### src/rtl/nibble_serial_add_seq_pkg.sv
// Shared types and constants for the nibble-serial add sequencer.
package nibble_serial_add_seq_pkg;

  localparam int NIBBLE_W = 4;

  typedef enum logic [1:0] {
    ST_IDLE  = 2'd0,
    ST_ISSUE = 2'd1,
    ST_WAIT  = 2'd2,
    ST_DONE  = 2'd3
  } state_t;

endpackage

### src/rtl/nibble_serial_add_seq.sv
// Feeds a WIDTH-bit add to an external pipelined 4-bit adder one nibble at a
// time (LSB first), chaining carries and collecting the sum for a consumer.
module nibble_serial_add_seq
  import nibble_serial_add_seq_pkg::*;
#(
  parameter int WIDTH   = 16,
  parameter int ADD_LAT = 2
) (
  input  logic                clk,
  input  logic                reset,
  input  logic                in_valid,
  output logic                in_ready,
  input  logic [WIDTH-1:0]    in_a,
  input  logic [WIDTH-1:0]    in_b,
  input  logic                in_cin,
  output logic [NIBBLE_W-1:0] add_a,
  output logic [NIBBLE_W-1:0] add_b,
  output logic                add_cin,
  input  logic [NIBBLE_W-1:0] add_sum,
  input  logic                add_cout,
  output logic                out_valid,
  input  logic                out_ready,
  output logic [WIDTH-1:0]    out_sum,
  output logic                out_cout
);

  localparam int NIB   = WIDTH / NIBBLE_W;
  localparam int IDX_W = (NIB > 1) ? $clog2(NIB) : 1;
  localparam int CNT_W = $clog2(ADD_LAT + 1);
  localparam logic [IDX_W-1:0] LAST_IDX = IDX_W'(NIB - 1);
  localparam logic [CNT_W-1:0] CNT_LOAD = CNT_W'(ADD_LAT);
  localparam logic [CNT_W-1:0] CNT_ONE  = CNT_W'(1);

  state_t              r_state;
  logic [IDX_W-1:0]    r_idx;
  logic [CNT_W-1:0]    r_cnt;
  logic [WIDTH-1:0]    r_op_a;
  logic [WIDTH-1:0]    r_op_b;
  logic                r_carry;
  logic                r_in_ready;
  logic                r_out_valid;
  logic [WIDTH-1:0]    r_out_sum;
  logic                r_out_cout;
  logic [NIBBLE_W-1:0] r_add_a;
  logic [NIBBLE_W-1:0] r_add_b;
  logic                r_add_cin;

  logic [IDX_W-1:0]    w_next_idx;
  logic [NIBBLE_W-1:0] w_next_a;
  logic [NIBBLE_W-1:0] w_next_b;

  // Next nibble of the captured operands; wraps harmlessly on the last nibble.
  assign w_next_idx = r_idx + IDX_W'(1);
  assign w_next_a   = r_op_a[w_next_idx*NIBBLE_W +: NIBBLE_W];
  assign w_next_b   = r_op_b[w_next_idx*NIBBLE_W +: NIBBLE_W];

  // Sequencer FSM; adder operands are registered so they stay stable from
  // ISSUE until the nibble result is sampled at the end of WAIT.
  always_ff @(posedge clk or negedge reset) begin
    if (!reset) begin
      r_state     <= ST_IDLE;
      r_idx       <= '0;
      r_cnt       <= '0;
      r_op_a      <= '0;
      r_op_b      <= '0;
      r_carry     <= 1'b0;
      r_in_ready  <= 1'b1;
      r_out_valid <= 1'b0;
      r_out_sum   <= '0;
      r_out_cout  <= 1'b0;
      r_add_a     <= '0;
      r_add_b     <= '0;
      r_add_cin   <= 1'b0;
    end else begin
      case (r_state)
        ST_IDLE: begin
          if (in_valid) begin
            r_op_a     <= in_a;
            r_op_b     <= in_b;
            r_carry    <= in_cin;
            r_idx      <= '0;
            r_out_sum  <= '0;
            r_out_cout <= 1'b0;
            r_add_a    <= in_a[NIBBLE_W-1:0];
            r_add_b    <= in_b[NIBBLE_W-1:0];
            r_add_cin  <= in_cin;
            r_in_ready <= 1'b0;
            r_state    <= ST_ISSUE;
          end else begin
            r_in_ready <= 1'b1;
          end
        end
        ST_ISSUE: begin
          r_cnt   <= CNT_LOAD;
          r_state <= ST_WAIT;
        end
        ST_WAIT: begin
          if (r_cnt == CNT_ONE) begin
            r_out_sum[r_idx*NIBBLE_W +: NIBBLE_W] <= add_sum;
            r_carry <= add_cout;
            if (r_idx == LAST_IDX) begin
              r_out_valid <= 1'b1;
              r_out_cout  <= add_cout;
              r_add_a     <= '0;
              r_add_b     <= '0;
              r_add_cin   <= 1'b0;
              r_state     <= ST_DONE;
            end else begin
              r_idx     <= w_next_idx;
              r_add_a   <= w_next_a;
              r_add_b   <= w_next_b;
              r_add_cin <= add_cout;
              r_state   <= ST_ISSUE;
            end
          end else begin
            r_cnt <= r_cnt - CNT_ONE;
          end
        end
        ST_DONE: begin
          // in_ready only returns the cycle after the result handshake.
          if (out_ready) begin
            r_out_valid <= 1'b0;
            r_in_ready  <= 1'b1;
            r_state     <= ST_IDLE;
          end else begin
            r_out_valid <= 1'b1;
          end
        end
        default: begin
          r_state     <= ST_IDLE;
          r_in_ready  <= 1'b1;
          r_out_valid <= 1'b0;
          r_add_a     <= '0;
          r_add_b     <= '0;
          r_add_cin   <= 1'b0;
        end
      endcase
    end
  end

  assign in_ready  = r_in_ready;
  assign out_valid = r_out_valid;
  assign out_sum   = r_out_sum;
  assign out_cout  = r_out_cout;
  assign add_a     = r_add_a;
  assign add_b     = r_add_b;
  assign add_cin   = r_add_cin;

endmodule

### config.mk
export PLATFORM = sky130hd
export DESIGN_NAME = nibble_serial_add_seq
export DESIGN_NICKNAME = d
export VERILOG_FILES = /design/src/rtl/nibble_serial_add_seq_pkg.sv /design/src/rtl/nibble_serial_add_seq.sv
export SDC_FILE = /design/constraint.sdc
export NUM_CORES = 1
export LEC_CHECK = 0
export CAP_MARGIN = 20
export CORE_ASPECT_RATIO = 1.2
export CORE_UTILIZATION = 45
export CTS_CLUSTER_SIZE = 14
export DETAILED_ROUTE_END_ITERATION = 16
export GPL_ROUTABILITY_DRIVEN = 0
export PLACE_DENSITY = 0.8
export SYNTH_ARGS = -nofsm -noshare
export SYNTH_HDL_FRONTEND = slang
export SYNTH_SLANG_ARGS = --single-unit
### constraint.sdc
create_clock -name clk -period 2.1 [get_ports clk]
set_input_delay 0.42 -clock clk [delete_from_list [all_inputs] [get_ports clk]]
set_output_delay 0.42 -clock clk [all_outputs]
set_load 0.03 [all_outputs]
==> Implementation_results.wiki <==
{| class="wikitable"
! Metric !! Value
|-
| Status || complete, no violations
|-
| Shortest period the worst path allows || approximately 2000 ps
|-
| Number of routed nets with antenna violations || 0
|-
| Aggregate global-route resource usage || between 20% and 30%
|-
| Number of iterations in the first detailed-routing pass || 4
|-
| Gate power share || 46.2%
|-
| Data required time at the worst endpoint || 1680 ps
|-
| Number of failing hold endpoints at the final stage || 0
|-
| Starting DRT DRC Count || 67
|-
| Overall overflow remaining after global route || 0
|-
| Setup WS pre-CTS || 76.4 ps
|-
| Number of antenna violations at the first check in global routing || 0
|-
| Number of rows in the core area || 32
|-
| Highest fanout seen on the critical path || 3
|-
| Cell area after technology mapping || 3120 um2
|-
| Drt total wl || about 6500 um
|-
| Ratio of cells with drive above 1 in the final layout || 25.2%
|-
| Power Density || 1440 nW/um2
|-
| Die width || between 70 and 80 um
|-
| Die Footprint || 7280 um2
|-
| Via count || 2,193
|-
| Switching power || 2.12 mW
|-
| Fraction of power consumed by sequential logic || 35.4%
|-
| Static Leak || 1.80 nW
|-
| Standard cell with the maximum stage delay on the critical path || sky130_fd_sc_hd__clkdlybuf4s50_1
|-
| Share of total power in the clock network || between 10% and 20%
|-
| Clock latency reported for the late side of the worst-skew pair || 350 ps
|-
| Min Hold Slack || 17.0 ps
|-
| Crit path buffers/inverters || 1
|-
| CTS HTree Levels || 3
|-
| Yosys warns || 0
|-
| Clock tree from TritonCTS || done
|-
| Detailed-route DRC error count || 0
|-
| Setup repair after global routing missed its margin || false
|-
| Headroom to the max-slew limit || ~60%
|-
| Crit Path Class || flip-flop to primary output
|-
| Portion of the post-synthesis area used by sequential elements || 52.9%
|-
| Count of pins over their slew limit || 0
|-
| Reported max-cap violation count || 0
|-
| Arrival time at the worst endpoint || 1550 ps
|-
| Register clock-pin slew on the reported worst setup and hold paths || 70 ps
|-
| Number of diodes added for antenna fixing || 0
|-
| Die height || 93.3 um
|-
| Largest delay contributor family on the critical path || buffers and inverters
|-
| Setup Total Neg Slack || 0 ps
|-
| Min setup slack post-route || around 130 ps
|-
| Number of input and output port buffers inserted || 69
|-
| Net count after synthesis || 289
|-
| Fmax || roughly 510 MHz
|-
| TritonCTS Buffers || 9
|-
| Fin crit share || 94.0%
|-
| IO Count || 70
|-
| Switching part of the total power || about a third
|-
| Placeable core area || around 6600 um2
|-
| Sequence of cells on the critical path || clkdlybuf4s50_1
|-
| Worst Tran Pin Value || 584 ps
|-
| Largest clock skew in the final design || 5.34 ps
|-
| Worst path max stage delay || 660 ps
|-
| Layout Area Growth over Synthesis || 33.8%
|-
| Setup Viol. Count Final || 0
|-
| Post-detailed-placement half-perimeter wirelength || between 4000 and 5000 um
|-
| Longest Clk Path Bufs || 2
|-
| Pin count of the biggest net entering global routing || between 40 and 50
|-
| Clock root buffer master || sky130_fd_sc_hd__clkbuf_8
|-
| Clock sink count || 66
|-
| Via count of the first global-routing pass || 2,268
|-
| Initial Utilization || 47.6%
|-
| Per-cell via count in the routed design || about 5.4
|-
| Gate count after technology mapping || 240
|-
| Wirelength per Cell || 16.1 um
|-
| Internal power consumption || 3.92 mW
|-
| Final cell utilization of the core || 63.6%
|-
| Global-route wire length before repair || about 11,000 um
|-
| Number of flip-flops and latches in the synthesized netlist || 66
|-
| Worst min-delay path category || input port to async pin
|-
| Average footprint of a synthesized cell || 13.0 um2
|-
| Type of origin of the critical path || flip-flop
|-
| Capturing element type of the critical path || primary output
|-
| Max IR drop VDD || roughly 0.00072 V
|-
| Number of distinct library cell variants in the gate-level netlist after synthesis || 35
|-
| PnR Total Power || 6.03 mW
|-
| Final layout net count || around 360
|}
## cell usage after synthesis
cell type,number,area (um2)
sky130_fd_sc_hd__a31oi_1,2,12.5
sky130_fd_sc_hd__nand4_1,4,25.0
sky130_fd_sc_hd__mux2i_1,7,70.1
sky130_fd_sc_hd__nand2b_1,2,12.5
sky130_fd_sc_hd__clkbuf_1,6,22.5
sky130_fd_sc_hd__dfrtp_1,65,1630
sky130_fd_sc_hd__and3b_1,2,17.5
sky130_fd_sc_hd__and3_1,11,68.8
sky130_fd_sc_hd__a21oi_1,7,35.0
sky130_fd_sc_hd__dfstp_2,1,26.3
sky130_fd_sc_hd__a221o_1,9,90.1
sky130_fd_sc_hd__o22a_1,1,8.76
sky130_fd_sc_hd__a21o_1,2,15.0
sky130_fd_sc_hd__mux4_2,8,180
sky130_fd_sc_hd__inv_1,10,37.5
sky130_fd_sc_hd__nor3_1,1,5.00
sky130_fd_sc_hd__mux2_2,43,484
sky130_fd_sc_hd__o41ai_1,1,8.76
sky130_fd_sc_hd__ha_1,7,87.6
sky130_fd_sc_hd__buf_2,8,40.0
sky130_fd_sc_hd__nor2_1,4,15.0
sky130_fd_sc_hd__o21ai_0,6,30.0
sky130_fd_sc_hd__nand3b_1,1,7.51
sky130_fd_sc_hd__buf_1,2,7.51
sky130_fd_sc_hd__nand3_1,6,30.0
sky130_fd_sc_hd__nor4bb_1,2,20.0
sky130_fd_sc_hd__or2_1,1,6.26
sky130_fd_sc_hd__and2_1,8,50.1
sky130_fd_sc_hd__nand2_1,3,11.3
sky130_fd_sc_hd__a22o_1,1,8.76
sky130_fd_sc_hd__o22ai_1,2,12.5
sky130_fd_sc_hd__o211ai_1,1,7.51
sky130_fd_sc_hd__a211oi_1,1,7.51
sky130_fd_sc_hd__nor3b_1,3,22.5
sky130_fd_sc_hd__nor2b_1,2,12.5
## registers in the layout (all words and copies together), names as in the netlist
| name | count |
|---|---|
| r_op_a | 16 |
| out_cout | 1 |
| add_cin | 1 |
| r_cnt | 2 |
| add_b | 4 |
| in_ready | 1 |
| out_valid | 1 |
| r_idx | 2 |
| out_sum | 16 |
| add_a | 4 |
| r_state | 2 |
| r_op_b | 16 |
## power groups by stage
stage          Combinational (mW)  Clock (mW)  Sequential [mW]
3_3_place_gp                 2.71           0             2.13
4_1_cts                      2.80        1.14             2.14
5_1_grt                      3.02        1.19             2.21
3_5_place_dp                 2.79           0             2.16
6_report                     2.79        1.11             2.14
2_1_floorplan                1.66           0             2.35
## cell usage in the layout (no fill, tap or decap), types with 3 or more instances in the layout
master / Yosys / layout
sky130_fd_sc_hd__inv_1: 10 / 10
sky130_fd_sc_hd__nor2_1: 4 / 4
sky130_fd_sc_hd__dfrtp_1: 65 / 65
sky130_fd_sc_hd__mux4_2: 8 / 8
sky130_fd_sc_hd__nand4_1: 4 / 4
sky130_fd_sc_hd__mux2_2: 43 / 43
sky130_fd_sc_hd__buf_4: 0 / 7
sky130_fd_sc_hd__and2_1: 8 / 8
sky130_fd_sc_hd__a221o_1: 9 / 9
sky130_fd_sc_hd__mux2i_1: 7 / 7
sky130_fd_sc_hd__ha_1: 7 / 7
sky130_fd_sc_hd__clkbuf_8: 0 / 12
sky130_fd_sc_hd__clkdlybuf4s50_1: 0 / 68
sky130_fd_sc_hd__buf_12: 0 / 3
sky130_fd_sc_hd__and3_1: 11 / 11
sky130_fd_sc_hd__nand2_1: 3 / 3
sky130_fd_sc_hd__nand3_1: 6 / 6
sky130_fd_sc_hd__o21ai_0: 6 / 6
sky130_fd_sc_hd__a21oi_1: 7 / 7
## cell type report
cell class                 instances  area, um2
timing repair buffer              79        798
tap                               85        106
inverter                          10       37.5
clock buffer                      13        169
sequential                        66       1650
multi-input combinational        148       1380
fill                             545       2390
clock inverter                     2       35.0
## metrics by stage
step / cells / area (um2)
2_1_floorplan: 240 / 3130
3_3_place_gp: 388 / 3970
3_5_place_dp: 388 / 3970
4_1_cts: 403 / 4170
5_1_grt: 403 / 4180
6_report: 403 / 4180
## layer usage
layer | share of wire (%) | up-vias | track usage, %
met5 | 0 | - | 0
met1 | 42 | 1098 | 24.2
met4 | 2.0 | 0 | 9.26
met2 | 51 | 58 | 33.4
li1 | - | 1027 | -
met3 | 4.7 | 10 | 5.37
## cells by family after synthesis
logic type	share of synthesized area [%]
AO/OA/AOI/OAI	7.57
flip-flops	52.9
multiplexers	23.5
buffers and inverters	3.45
adder cells (fa/ha/maj)	2.80
AND/OR/NAND/NOR	9.74
## repair_timing
| item | 4_1_cts | 5_1_grt |
|---|---|---|
| gates resized for setup | 0 | 1 |
| buffers inserted | 0 | 0 |
| hold buffers | 0 | 0 |
| endpoints found under the setup margin | 0 | 4 |
| endpoints found under the hold margin | 0 | 0 |
## final timing paths
path	from	to	slack (ps)	depth (start not counted)
setup / recovery	in_ready$_DFFE_PN1P_	in_ready	130	1
hold / removal	reset	out_sum[11]$_DFFE_PN0P_	20	1
setup reg to reg	r_idx[1]$_DFFE_PN0P_	add_b[1]$_DFFE_PN0P_	150	5
hold reg to reg	r_op_b[15]$_DFFE_PN0P_	r_op_b[15]$_DFFE_PN0P_	500	1
max in group asynchronous	reset	in_ready$_DFFE_PN1P_	1450	2
min in group clk	r_op_b[15]$_DFFE_PN0P_	r_op_b[15]$_DFFE_PN0P_	500	1
Note: power is estimated with default switching activity, not from simulation.
==> patch 1: new RTL, config.mk and constraints unchanged <==
Re-encode `state_t` (4 states) as Gray code, 2 bits wide.
--- a/src/rtl/nibble_serial_add_seq_pkg.sv
+++ b/src/rtl/nibble_serial_add_seq_pkg.sv
@@ -5,8 +5,8 @@
 
   typedef enum logic [1:0] {
-    ST_IDLE  = 2'd0,
-    ST_ISSUE = 2'd1,
-    ST_WAIT  = 2'd2,
-    ST_DONE  = 2'd3
+    ST_IDLE  = 2'b00,
+    ST_ISSUE = 2'b01,
+    ST_WAIT  = 2'b11,
+    ST_DONE  = 2'b10
   } state_t;
 
Formal check against the unedited RTL: same outputs for any inputs over 10 cycles, from zero or initial values and one cycle with reset low; not proved beyond that.
==> patch 1 against the unedited design <==
  * Final cell count is 17% higher
  * Non-clock buffer count grew 5
  * Wire length is 6.1% higher
  * Critical path type is now register to register
  * Area after synthesis shrank 1.9%
  * Worst setup slack lost 0.0086 ns
  * Cell area decreased by 1.7%
  * Power up 0.55%
  * Critical endpoint is now add_b[0]
  * Sequential cell count unchanged
==> patch 1: results (changes against the unedited design) <==
The fill cell total of the finished layout was 550 (+0.92%). The mean cell area of the mapped netlist is 10.1 µm² (-22%). The run gives 209 (+41%) as the count of multi-input combinational gates. The critical path arrival came out at 2.20 ns (+0.65 ns). The adder-cell share of the synthesized area was 0.0286 (+0.000550).

The tools report the setup skew after layout as 0.00689 ns (+0.00155 ns). Worst setup slack before clock tree synthesis: 0.0717 ns (-0.00475 ns). The kind of cell with the highest combined delay along the critical path is adder cells.

The routed length on met1 is 2890 µm (+5.1%), and the biggest cell delay along the critical path is 0.53 ns (-0.13 ns). The met2 global-route usage is 0.369 (+0.0354), and the DRC marker count from the first detailed-route iteration is 145 (+120%). The routing usage on met1 is 0.259 (+0.0175).

Counting instances in the post-synthesis netlist gives the leading cell types as 102 x nand2_1, 65 x dfrtp_1, 14 x nand3_1. The portion of netlist area occupied by mux cells is 0.0805 (-0.155), and the static leakage is 1.93 nW (+7.1%). The proportion of layout cells with a drive suffix above 1 was 0.111 (-0.140). The average routed wire per standard cell is 14.6 µm (-9.2%).

The slowest stage of the critical path belongs to the cell ha_1. The flow ran to the end, and the final reports show no timing, DRC or antenna violations. The run gives 0.33 ns (-0.02 ns) as the worst-skew pair later-pin latency. The switching part of the total was 0.384 (+0.0328). Growth of design area from synthesis to finish: 34.1%.

The net count reported at finish is 430 (+18%). In this run the worst hold path is classified as register to register. Count of plain and timing-repair buffers in the layout: 84 (+6.3%). The area fraction of clock buffers and clock inverters was 0.0484 (-0.000371). The routed wire length on met3 is 333 µm (+10%). By area the synthesized netlist is led by dfrtp_1 53%, nand2_1 13%, mux4_2 3.7%, ha_1 2.9%, o31ai_1 2.7%. The slew at the pin closest to its max-slew limit came out at 0.455 ns (-0.130 ns). The worst IR drop on VDD was 0.000714 V (-0.73%). The portion of the layout cell area used by non-clock buffers is 0.198 (+0.00697), and the number of inverters outside the clock class in the layout is 11 (+1).

The logs give 38 (-21%) for the pin count of the biggest net entering global routing and 2507 (+14%) for the count of vias placed by the detailed router. The filler-free cell count of the finished design is 471 (+17%), and the count of placed standard cells including taps is 454 (+17%). The power consumed by sequential cells was 2.21 mW (+3%). The logs give 303 (+26%) for the synthesized instance count and 4980 µm (+9.0%) for the placed wire-length estimate. The maximum net fanout on the critical path works out to 9 (+6).

Total met2 wirelength after detailed routing: 3540 µm (+7.2%). The global routing usage on met3 was 0.0453 (-0.00834); the share of the synthesized area in compound gates (AO/OA/AOI/OAI) was 0.103 (+0.0268). The sequential cell area fraction in the yosys report came out at 0.540 (+0.0104). The tools report the combined global-route utilization of all metal layers as 0.217 (+0.0162). The placed instance area is 3900 µm² (-1.8%). The logs give 2613 (+15%) for the via count of the first global-routing pass and 2.33 mW (+9.9%) for the net switching power.
## patch 1: path summary, 6_finish.rpt
path                             from          to  slack (ns)  cells past startpoint
setup / recovery             r_idx[1]    add_b[0]        0.12                      5
setup reg to reg             r_idx[1]    add_b[0]        0.12                      5
hold / removal             r_op_b[15]  r_op_b[15]        0.47                      2
max in group asynchronous       reset   r_op_b[3]        1.00                      3
min in group asynchronous       reset  out_sum[3]        0.54                      2
hold reg to reg            r_op_b[15]  r_op_b[15]        0.47                      2
## patch 1: cell families after synthesis
kind of cell | Yosys count
and+or+nand+nor | 144
AOI/OAI and AO/OA | 45
adders and majority gates | 7
buffers and inverters | 28
DFF | 66
muxes | 13
## patch 1: repair_timing
action / 4_1_cts / 5_1_grt
endpoints found under the hold margin: 13 / 0
gates resized for setup: 0 / 0
hold buffers: 1 / 0
buffers inserted: 0 / 0
## patch 1: tightest hold or removal path, delay by kind of cell (launching register included)
| kind | cells | cell delay [ns] |
|---|---|---|
| simple gates | 2 | 0.10 |
| flops | 1 | 0.34 |
==> patch 2: new RTL, same flow settings <==
Made on the original files. The parameter `WIDTH` goes from 16 to 32.
--- a/src/rtl/nibble_serial_add_seq.sv
+++ b/src/rtl/nibble_serial_add_seq.sv
@@ -4,5 +4,5 @@
   import nibble_serial_add_seq_pkg::*;
 #(
-  parameter int WIDTH   = 16,
+  parameter int WIDTH   = 32,
   parameter int ADD_LAT = 2
 ) (
Interface: changed (resized in_a, in_b and out_sum); port bits go from 70 to 118. No check against the original RTL was run, so the function may have changed too.
==> patch 2 against the unedited design <==
  * Worst setup slack got worse by 0.066 ns
  * First-iteration DRC count increased to 2.7 times the old value
  * Largest power group unchanged
  * Sequential cell count increased by 49
  * Wire length increased by 94%
  * Area after synthesis increased by 70%
  * Power increased by 86%
  * Cell area increased by 78%
  * Critical path type unchanged
  * Highest routed layer unchanged
  * Clock skew increased by 0.0036 ns
==> patch 2: results (changes against the unedited design) <==
The via density per instance was 5.56 (+2.1%); the number of clock buffers inserted by TritonCTS was 17 (+8). For the final routed wirelength across all metal layers, the log shows 12600 µm (+94%). For the pin count of the biggest net entering global routing, the log shows 65 (+35%). Global routing usage on met3: 0.0507 (-0.00297). The tools report the net count reported at finish as 624 (+72%).

Ranked by total cell area, the synthesized netlist is headed by dfrtp_1 54%, mux2_2 12%, a22o_1 3.5%, mux4_2 3.4%, mux2i_1 3.0%. The slew at the pin closest to its max-slew limit is 0.517 ns (-0.0669 ns), and the post-synth net total is 493 (+71%). The logs give 6740 µm (+100%) for the total met2 wirelength after detailed routing and 0.00897 ns (+0.00363 ns) for the setup skew after layout. The run finished with clean final reports. The run gives 522 µm (+73%) as the routed wire length on met3. The run gives 0.541 (+0.0119) as the sequential cell area fraction in the yosys report. The logs give 3952 (+80%) for the count of vias placed by the detailed router and 20500 µm (+88%) for the first-pass GRT wire length. The DRC marker count from the first detailed-route iteration was 180 (+170%). The run gives 410 (+71%) as the synthesized instance count.

The worst-skew pair later-pin latency is 0.41 ns (+0.06 ns). Counting instances in the post-synthesis netlist gives the leading cell types as 114 x dfrtp_1, 59 x mux2_2, 21 x a22o_1. Static leakage: 3.11 nW (+72%). The run gives 9110 µm (+99%) as the placed wire-length estimate. The placed instance area came out at 6780 µm² (+71%). The met2 global-route usage is 0.384 (+0.0503), and the combined global-route utilization of all metal layers is 0.223 (+0.0225). The routed length on met1 was 5130 µm (+86%). Via count of the first global-routing pass: 4160 (+83%).
-- patch 2: changes by cell type after synthesis, sizes merged, moves of 11 or more --
cell,unedited run,this run
a22o,1,21
nor2,4,21
buf,10,22
o21ai,6,17
dfrtp,65,114
mux2,43,64
-- patch 2: cell families after synthesis --
family          synth area share
flops                      0.541
compound gates             0.133
mux                        0.199
simple gates              0.0713
buf+inv                   0.0343
fa+ha+maj                 0.0212
-- patch 2: layout make-up --
| type | count | area [µm²] | share of cell area |
|---|---|---|---|
| Timing Repair Buffer | 140 | 1380 | 0.186 |
| Clock buffer | 20 | 457 | 0.0615 |
| Tap cell | 157 | 196 | 0.0265 |
| Clock inverter | 12 | 179 | 0.0241 |
| Inverter | 8 | 30.0 | 0.00404 |
| Sequential cell | 115 | 2880 | 0.388 |
| Multi-Input combinational cell | 259 | 2300 | 0.310 |
-- patch 2: power by group --
| part | internal (mW) | switching (mW) |
|---|---|---|
| combinational | 2.26 | 2.23 |
| clock | 2.05 | 1.03 |
| sequential | 3.09 | 0.535 |
-- patch 2: per-stage QoR --
step / hold slack (ns) / setup WS (ns) / power, mW
6_report: 0.00351 / 0.0600 / 11.2
5_1_grt: 0.0182 / 0.0165 / 11.8
4_1_cts: 0.00304 / 0.0281 / 11.2
3_5_place_dp: 0.441 / 0.0965 / 8.10
3_3_place_gp: 0.432 / 0.130 / 7.89
2_1_floorplan: 0.124 / 0.00167 / 6.71
-- patch 2: path summary, 6_finish.rpt --
path	startpoint	end	cells after the start
worst max-delay path	in_ready	in_ready	1
worst min-delay path	reset	r_op_a[22]	2
min in group clk	r_op_b[8]	r_op_b[8]	1
worst min register to register	r_op_b[8]	r_op_b[8]	1
worst max register to register	r_idx[1]	add_b[3]	8
max in group asynchronous	reset	in_ready	2
